File: src/rtl/iccm_arb_pkg.sv
// ICCM arbiter shared types: FSM state, memory request bundle.
// Sizes here match the default ICCM geometry (4K words x 32 bits).
package iccm_arb_pkg;

  localparam int ICCM_AW = 12;
  localparam int ICCM_DW = 32;

  typedef enum logic [1:0] {
    PROG  = 2'd0,
    RUN   = 2'd1,
    DRAIN = 2'd2
  } arb_state_e;

  typedef struct packed {
    logic               req;
    logic               we;
    logic [ICCM_AW-1:0] addr;
    logic [ICCM_DW-1:0] wdata;
  } mem_req_t;

endpackage

File: src/rtl/iccm_mem_arbiter.sv
// ICCM port owner: boot programming writes vs. core fetch reads.
// Optional ICCM_PROG_CHECKSUM_EN adds prog_csum_o / prog_wcnt_o.
module iccm_mem_arbiter
  import iccm_arb_pkg::*;
#(
  parameter int AddrW          = ICCM_AW,
  parameter int DataW          = ICCM_DW,
  parameter int MaxOutstanding = 2
) (
  input  logic             clk_i,
  input  logic             rst_ni,
  input  logic             prog_we_i,
  input  logic [AddrW-1:0] prog_addr_i,
  input  logic [DataW-1:0] prog_wdata_i,
  input  logic             prog_done_i,
  input  logic             fetch_req_i,
  input  logic [AddrW-1:0] fetch_addr_i,
  output logic             fetch_gnt_o,
  output logic [DataW-1:0] fetch_rdata_o,
  output logic             fetch_rvalid_o,
  output logic             mem_req_o,
  output logic             mem_we_o,
  output logic [AddrW-1:0] mem_addr_o,
  output logic [DataW-1:0] mem_wdata_o,
  input  logic [DataW-1:0] mem_rdata_i,
  input  logic             mem_rvalid_i,
  output logic             core_rst_no,
  output logic             prog_active_o
`ifdef ICCM_PROG_CHECKSUM_EN
  ,
  output logic [DataW-1:0] prog_csum_o,
  output logic [AddrW:0]   prog_wcnt_o
`endif
);

  localparam int CntW = $clog2(MaxOutstanding + 1);
  localparam logic [CntW-1:0] MaxCnt = CntW'(MaxOutstanding);

  arb_state_e       state_q, state_d;
  logic [CntW-1:0]  cnt_q, cnt_d;
  mem_req_t         mem_q, mem_d;
  logic             pend_v_q, pend_v_d;
  logic [AddrW-1:0] pend_addr_q, pend_addr_d;
  logic [DataW-1:0] pend_data_q, pend_data_d;
  logic             core_rst_q;
  logic             rd_tag_q;

  logic gnt;
  logic rsp_rd;
  logic drained;

  assign gnt = (state_q == RUN) && fetch_req_i
             && (cnt_q < MaxCnt) && !prog_we_i;
  assign rsp_rd  = mem_rvalid_i && rd_tag_q;
  assign drained = (state_q == DRAIN) && (cnt_q == '0);

  assign cnt_d = cnt_q + CntW'(gnt) - CntW'(rsp_rd);

  // Next state, next memory request and pending-word capture
  always_comb begin
    state_d     = state_q;
    mem_d       = '0;
    pend_v_d    = pend_v_q;
    pend_addr_d = pend_addr_q;
    pend_data_d = pend_data_q;
    unique case (state_q)
      PROG: begin
        if (prog_we_i) begin
          mem_d.req   = 1'b1;
          mem_d.we    = 1'b1;
          mem_d.addr  = prog_addr_i;
          mem_d.wdata = prog_wdata_i;
        end
        if (prog_done_i) state_d = RUN;
      end
      RUN: begin
        if (prog_we_i) begin
          pend_v_d    = 1'b1;
          pend_addr_d = prog_addr_i;
          pend_data_d = prog_wdata_i;
          state_d     = DRAIN;
        end else if (gnt) begin
          mem_d.req  = 1'b1;
          mem_d.addr = fetch_addr_i;
        end
      end
      DRAIN: begin
        if (prog_we_i) begin
          pend_v_d    = 1'b1;
          pend_addr_d = prog_addr_i;
          pend_data_d = prog_wdata_i;
        end
        if (cnt_q == '0) begin
          state_d     = PROG;
          mem_d.req   = pend_v_d;
          mem_d.we    = pend_v_d;
          mem_d.addr  = pend_addr_d;
          mem_d.wdata = pend_data_d;
          pend_v_d    = 1'b0;
        end
      end
      default: state_d = PROG;
    endcase
  end

  // State, request and response-tag registers
  always_ff @(posedge clk_i or negedge rst_ni) begin
    if (!rst_ni) begin
      state_q     <= PROG;
      cnt_q       <= '0;
      mem_q       <= '0;
      pend_v_q    <= 1'b0;
      pend_addr_q <= '0;
      pend_data_q <= '0;
      core_rst_q  <= 1'b0;
      rd_tag_q    <= 1'b0;
    end else begin
      state_q     <= state_d;
      cnt_q       <= cnt_d;
      mem_q       <= mem_d;
      pend_v_q    <= pend_v_d;
      pend_addr_q <= pend_addr_d;
      pend_data_q <= pend_data_d;
      core_rst_q  <= (state_d == RUN);
      rd_tag_q    <= mem_q.req && !mem_q.we;
    end
  end

  assign fetch_gnt_o    = gnt;
  assign fetch_rvalid_o = rsp_rd;
  assign fetch_rdata_o  = rsp_rd ? mem_rdata_i : '0;
  assign mem_req_o      = mem_q.req;
  assign mem_we_o       = mem_q.we;
  assign mem_addr_o     = mem_q.addr;
  assign mem_wdata_o    = mem_q.wdata;
  assign core_rst_no    = core_rst_q;
  assign prog_active_o  = (state_q != RUN);

`ifdef ICCM_PROG_CHECKSUM_EN
  logic [DataW-1:0] csum_q;
  logic [AddrW:0]   wcnt_q;
  logic             wr_issue;

  assign wr_issue = mem_d.req && mem_d.we;

  // Running sum/count of issued writes, restarted on re-entry to PROG
  always_ff @(posedge clk_i or negedge rst_ni) begin
    if (!rst_ni) begin
      csum_q <= '0;
      wcnt_q <= '0;
    end else if (drained || wr_issue) begin
      csum_q <= (drained ? '0 : csum_q)
              + (wr_issue ? mem_d.wdata : '0);
      wcnt_q <= (drained ? '0 : wcnt_q)
              + (AddrW+1)'(wr_issue);
    end
  end

  assign prog_csum_o = csum_q;
  assign prog_wcnt_o = wcnt_q;
`endif

  // Outstanding count stays bounded and never underflows
  always @(posedge clk_i) begin
    if (rst_ni) begin
      a_cnt_max : assert (cnt_q <= MaxCnt);
      a_cnt_uf  : assert (!(rsp_rd && !gnt && cnt_q == '0));
    end
  end

endmodule
File: config.mk
export PLATFORM = sky130hd
export DESIGN_NAME = iccm_mem_arbiter
export DESIGN_NICKNAME = d
export VERILOG_FILES = /design/src/rtl/iccm_arb_pkg.sv /design/src/rtl/iccm_mem_arbiter.sv
export SDC_FILE = /design/constraint.sdc
export NUM_CORES = 1
export LEC_CHECK = 0
export BUFFER_PORTS_ARGS = -buffer_cell sky130_fd_sc_hd__buf_4
export CAP_MARGIN = 10
export CORE_UTILIZATION = 43
export CTS_CLUSTER_DIAMETER = 150
export DETAILED_ROUTE_END_ITERATION = 7
export HOLD_SLACK_MARGIN = 0.1
export PLACE_DENSITY = 0.85
export SLEW_MARGIN = 15
export SYNTH_ARGS = -nofsm -noshare
export SYNTH_HDL_FRONTEND = slang
export SYNTH_SLANG_ARGS = --single-unit
export TNS_END_PERCENT = 50
File: constraint.sdc
create_clock -name clk_i -period 5.25 [get_ports clk_i]
set_input_delay 1.05 -clock clk_i [delete_from_list [all_inputs] [get_ports clk_i]]
set_output_delay 1.05 -clock clk_i [all_outputs]
set_load 0.01 [all_outputs]
==> results.md <==
- Status: finished clean
- Resized cells post-CTS: 0
- Core Region: 9240 um2
- Worst min path class: flop to flop
- CTS root buffer: clkbuf_8
- Vias per inst: 5.11
- Yosys Warn Count: 0
- Share of power burned in registers: 44.2%
- Post-CTS Setup Repair Bufs: 0
- Drt total wl: 9630 um
- Die width: 99.6 um
- Fin. Hold Viols: 0
- Die H: 99.6 um
- Pin count of the biggest net entering global routing: 55
- Synthesized flop and latch total: 97
- Cts-stage hold buffer count: 0
- Share of cells above drive strength 1: 54.3%
- Clock buffer count from CTS: 9
- CP cell instances: buf_4, nand4bb_1, inv_1, buf_4
- Gpl congestion: 0.780
- Combinational group share of total power: 38.4%
- Clk slew on worst S/H paths: 90 ps
- WP data required: 4200 ps
- Clock power frac: 17.3%
- Via count: 3039
- Finish-stage setup viols: 0
- Area leader, netlist: dfrtp_1
- P per Cell Area: 480 nW/um2
- Worst-margin pin slew: 1070 ps
- Unrepaired setup endpoints after global routing: no
- I/O pin cnt: 176
- Nets: 561
- Leading cell types by total area after synthesis: dfrtp_1, mux2_2, a22o_1, and3_1, a221o_1
- P_int: 1.82 mW
- Post-Route Skew: 14.6 ps
- Yosys top cell area share: 59.3%
- Vias in the first global route: 3080
- Max-slew headroom: 28.4%
- Total gr overflow: 0
- Worst Path Arrival: 1740 ps
- Peak VDD IR: 0.255 mV
- Final HPWL from detailed placement: 7020 um
- Worst setup EP type: output port
- Max Cap Violations: 0
- Switching Share: 33.1%
- Lkg Pwr: 2.90 nW
- Port buffer count: 175
- Slew Viols, Final: 0
- Row Count: 35
- Largest stage delay on the critical path: 260 ps
- Initial antenna violation count: 0
- Setup TNS: 0 ps
- Post-synthesis sequential area ratio: 59.3%
- Cell count after synthesis: 294
- CP max-delay cell: nand4bb_1
- H-tree depth: 3
- Fin crit share: 53.2%
- CTS tree: done
- Achievable Freq: 0.358 GHz
- Global-route wire length before repair: 15200 um
- Crit path max fanout: 9
- Clk sinks: 97
- Mean Syn Cell Area: 13.9 um2
- 1st-iter DRT viols: 68
- Critical path's top delay family: buffers and inverters
- Switch Pwr: 0.900 mW
- Fill count: 731
- Most common cell on crit path: buf_4
- Critical path class: input pin to output port
- First-pass DRT Iterations: 4
- Crit path buffers/inverters: 3
- Final worst path period need: 2790 ps
- Antenna cells: 0
- Area delta synth->final: 38.5%
- Syn nets: 394
- Worst-Skew Late Latency: 360 ps
- Detail Route Antenna Nets: 0
- DIE AREA: 9910 um2
- Max Buffers Root-to-Sink: 2
- Residual DRC: 0
- Setup slack at placement: 2470 ps
- Wire per inst: 16.2 um
- GRT Util Overall: 20.2%
- Unique masters post-synth: 30
- Mapped cell area: 4090 um2
- Worst setup margin: 2460 ps
- Starting Density: 44.3%
- Startpoint types: input pin
path summary, 6_finish.rpt:
kind | start | endpoint | slack, ps | cells after the start
max reg2reg | state_q[0] | mem_addr_o[10] | 2990 | 3
min in group asynchronous | rst_ni | pend_data_q[21] | 700 | 1
min reg2reg | mem_we_o | rd_tag_q | 460 | 1
max in group asynchronous | rst_ni | pend_addr_q[9] | 3540 | 2
max | prog_we_i | fetch_gnt_o | 2460 | 4
min | mem_we_o | rd_tag_q | 460 | 1
metrics by stage:
step / cells / power (mW) / utilization [%] / hold slack [ps] / instance area [um2]
6_report: 595 / 2.72 / 61.3 / 458 / 5670
5_1_grt: 595 / 2.90 / 61.3 / 483 / 5670
4_1_cts: 595 / 2.75 / 61.3 / 467 / 5670
3_5_place_dp: 579 / 2.28 / 59.2 / 447 / 5470
3_3_place_gp: 579 / 2.21 / 59.2 / 451 / 5470
2_1_floorplan: 294 / 1.86 / - / 460 / 4090
sequential cells by signal, indices dropped and copies added (netlist names):
register     cells
mem_wdata_o     32
core_rst_no      1
pend_addr_q     12
mem_req_o        1
pend_data_q     32
state_q          2
rd_tag_q         1
mem_we_o         1
mem_addr_o      12
cnt_q            2
pend_v_q         1
final cells by class:
type | instances | area [um2] | share of cell area (%)
multi-input cells | 167 | 1510 | 26.7
clock buffers | 9 | 124 | 2.19
clock inverters | 7 | 76.3 | 1.35
flip-flops and latches | 97 | 2430 | 42.8
inverters | 8 | 30.0 | 0.530
repair buffers | 178 | 1340 | 23.6
well taps | 129 | 161 | 2.85
worst reg2reg max path, cell delays in order (launching register included):
cell and delay [ps]:
dfrtp_1 410, ha_1 830, nor2_1 450, a221o_1 470
Yosys cell counts, drive strengths merged:
library cell	instances
a211oi	1
a21oi	5
a221o	12
a22o	32
a31oi	2
and2	1
and3	32
buf	15
clkbuf	7
dfrtp	97
ha	6
inv	8
mux2	44
nand2	3
nand2b	1
nand4bb	1
nor2	3
nor2b	2
nor3	1
nor3b	13
nor4	1
o211a	1
o21ai	2
or3b	1
or4b	1
xnor2	2
cell usage in the layout (no fill, tap or decap), drive strengths merged:
master,instances
ha,6
and2,1
nor2,3
a21oi,5
nor3b,13
nor4,1
dfrtp,97
o211a,1
nor3,1
nand4bb,1
clkinv,3
nand2,3
xnor2,2
nand2b,1
and3,32
inv,10
clkinvlp,2
mux2,44
a22o,32
o21ai,2
clkbuf,9
or4b,1
a221o,12
nor2b,2
a31oi,2
or3b,1
a211oi,1
buf,178
power by group through the flow:
stage	registers (mW)	logic [mW]	clock network (mW)
CTS	1.20	1.06	0.488
finish	1.20	1.04	0.472
floorplan	1.21	0.652	0
detailed placement	1.22	1.06	0
global route	1.24	1.14	0.521
global placement	1.19	1.02	0
routing by layer:
metal / vias to the layer above / track usage (%) / wire, um
met5: - / 0 / 0
met4: 0 / 6.79 / 92
met3: 8 / 6.04 / 766
met2: 129 / 37.3 / 5190
met1: 1478 / 22.1 / 3580
li1: 1424 / - / -
cell families after synthesis:
group	share of synthesized area, %
DFF	59.3
and+or+nand+nor	10.7
AOI/OAI and AO/OA	11.8
muxes	12.1
buffers and inverters	3.85
adders and majority gates	1.83
xor gates and xnor gates	0.428
Power figures use the tool's default switching activity.
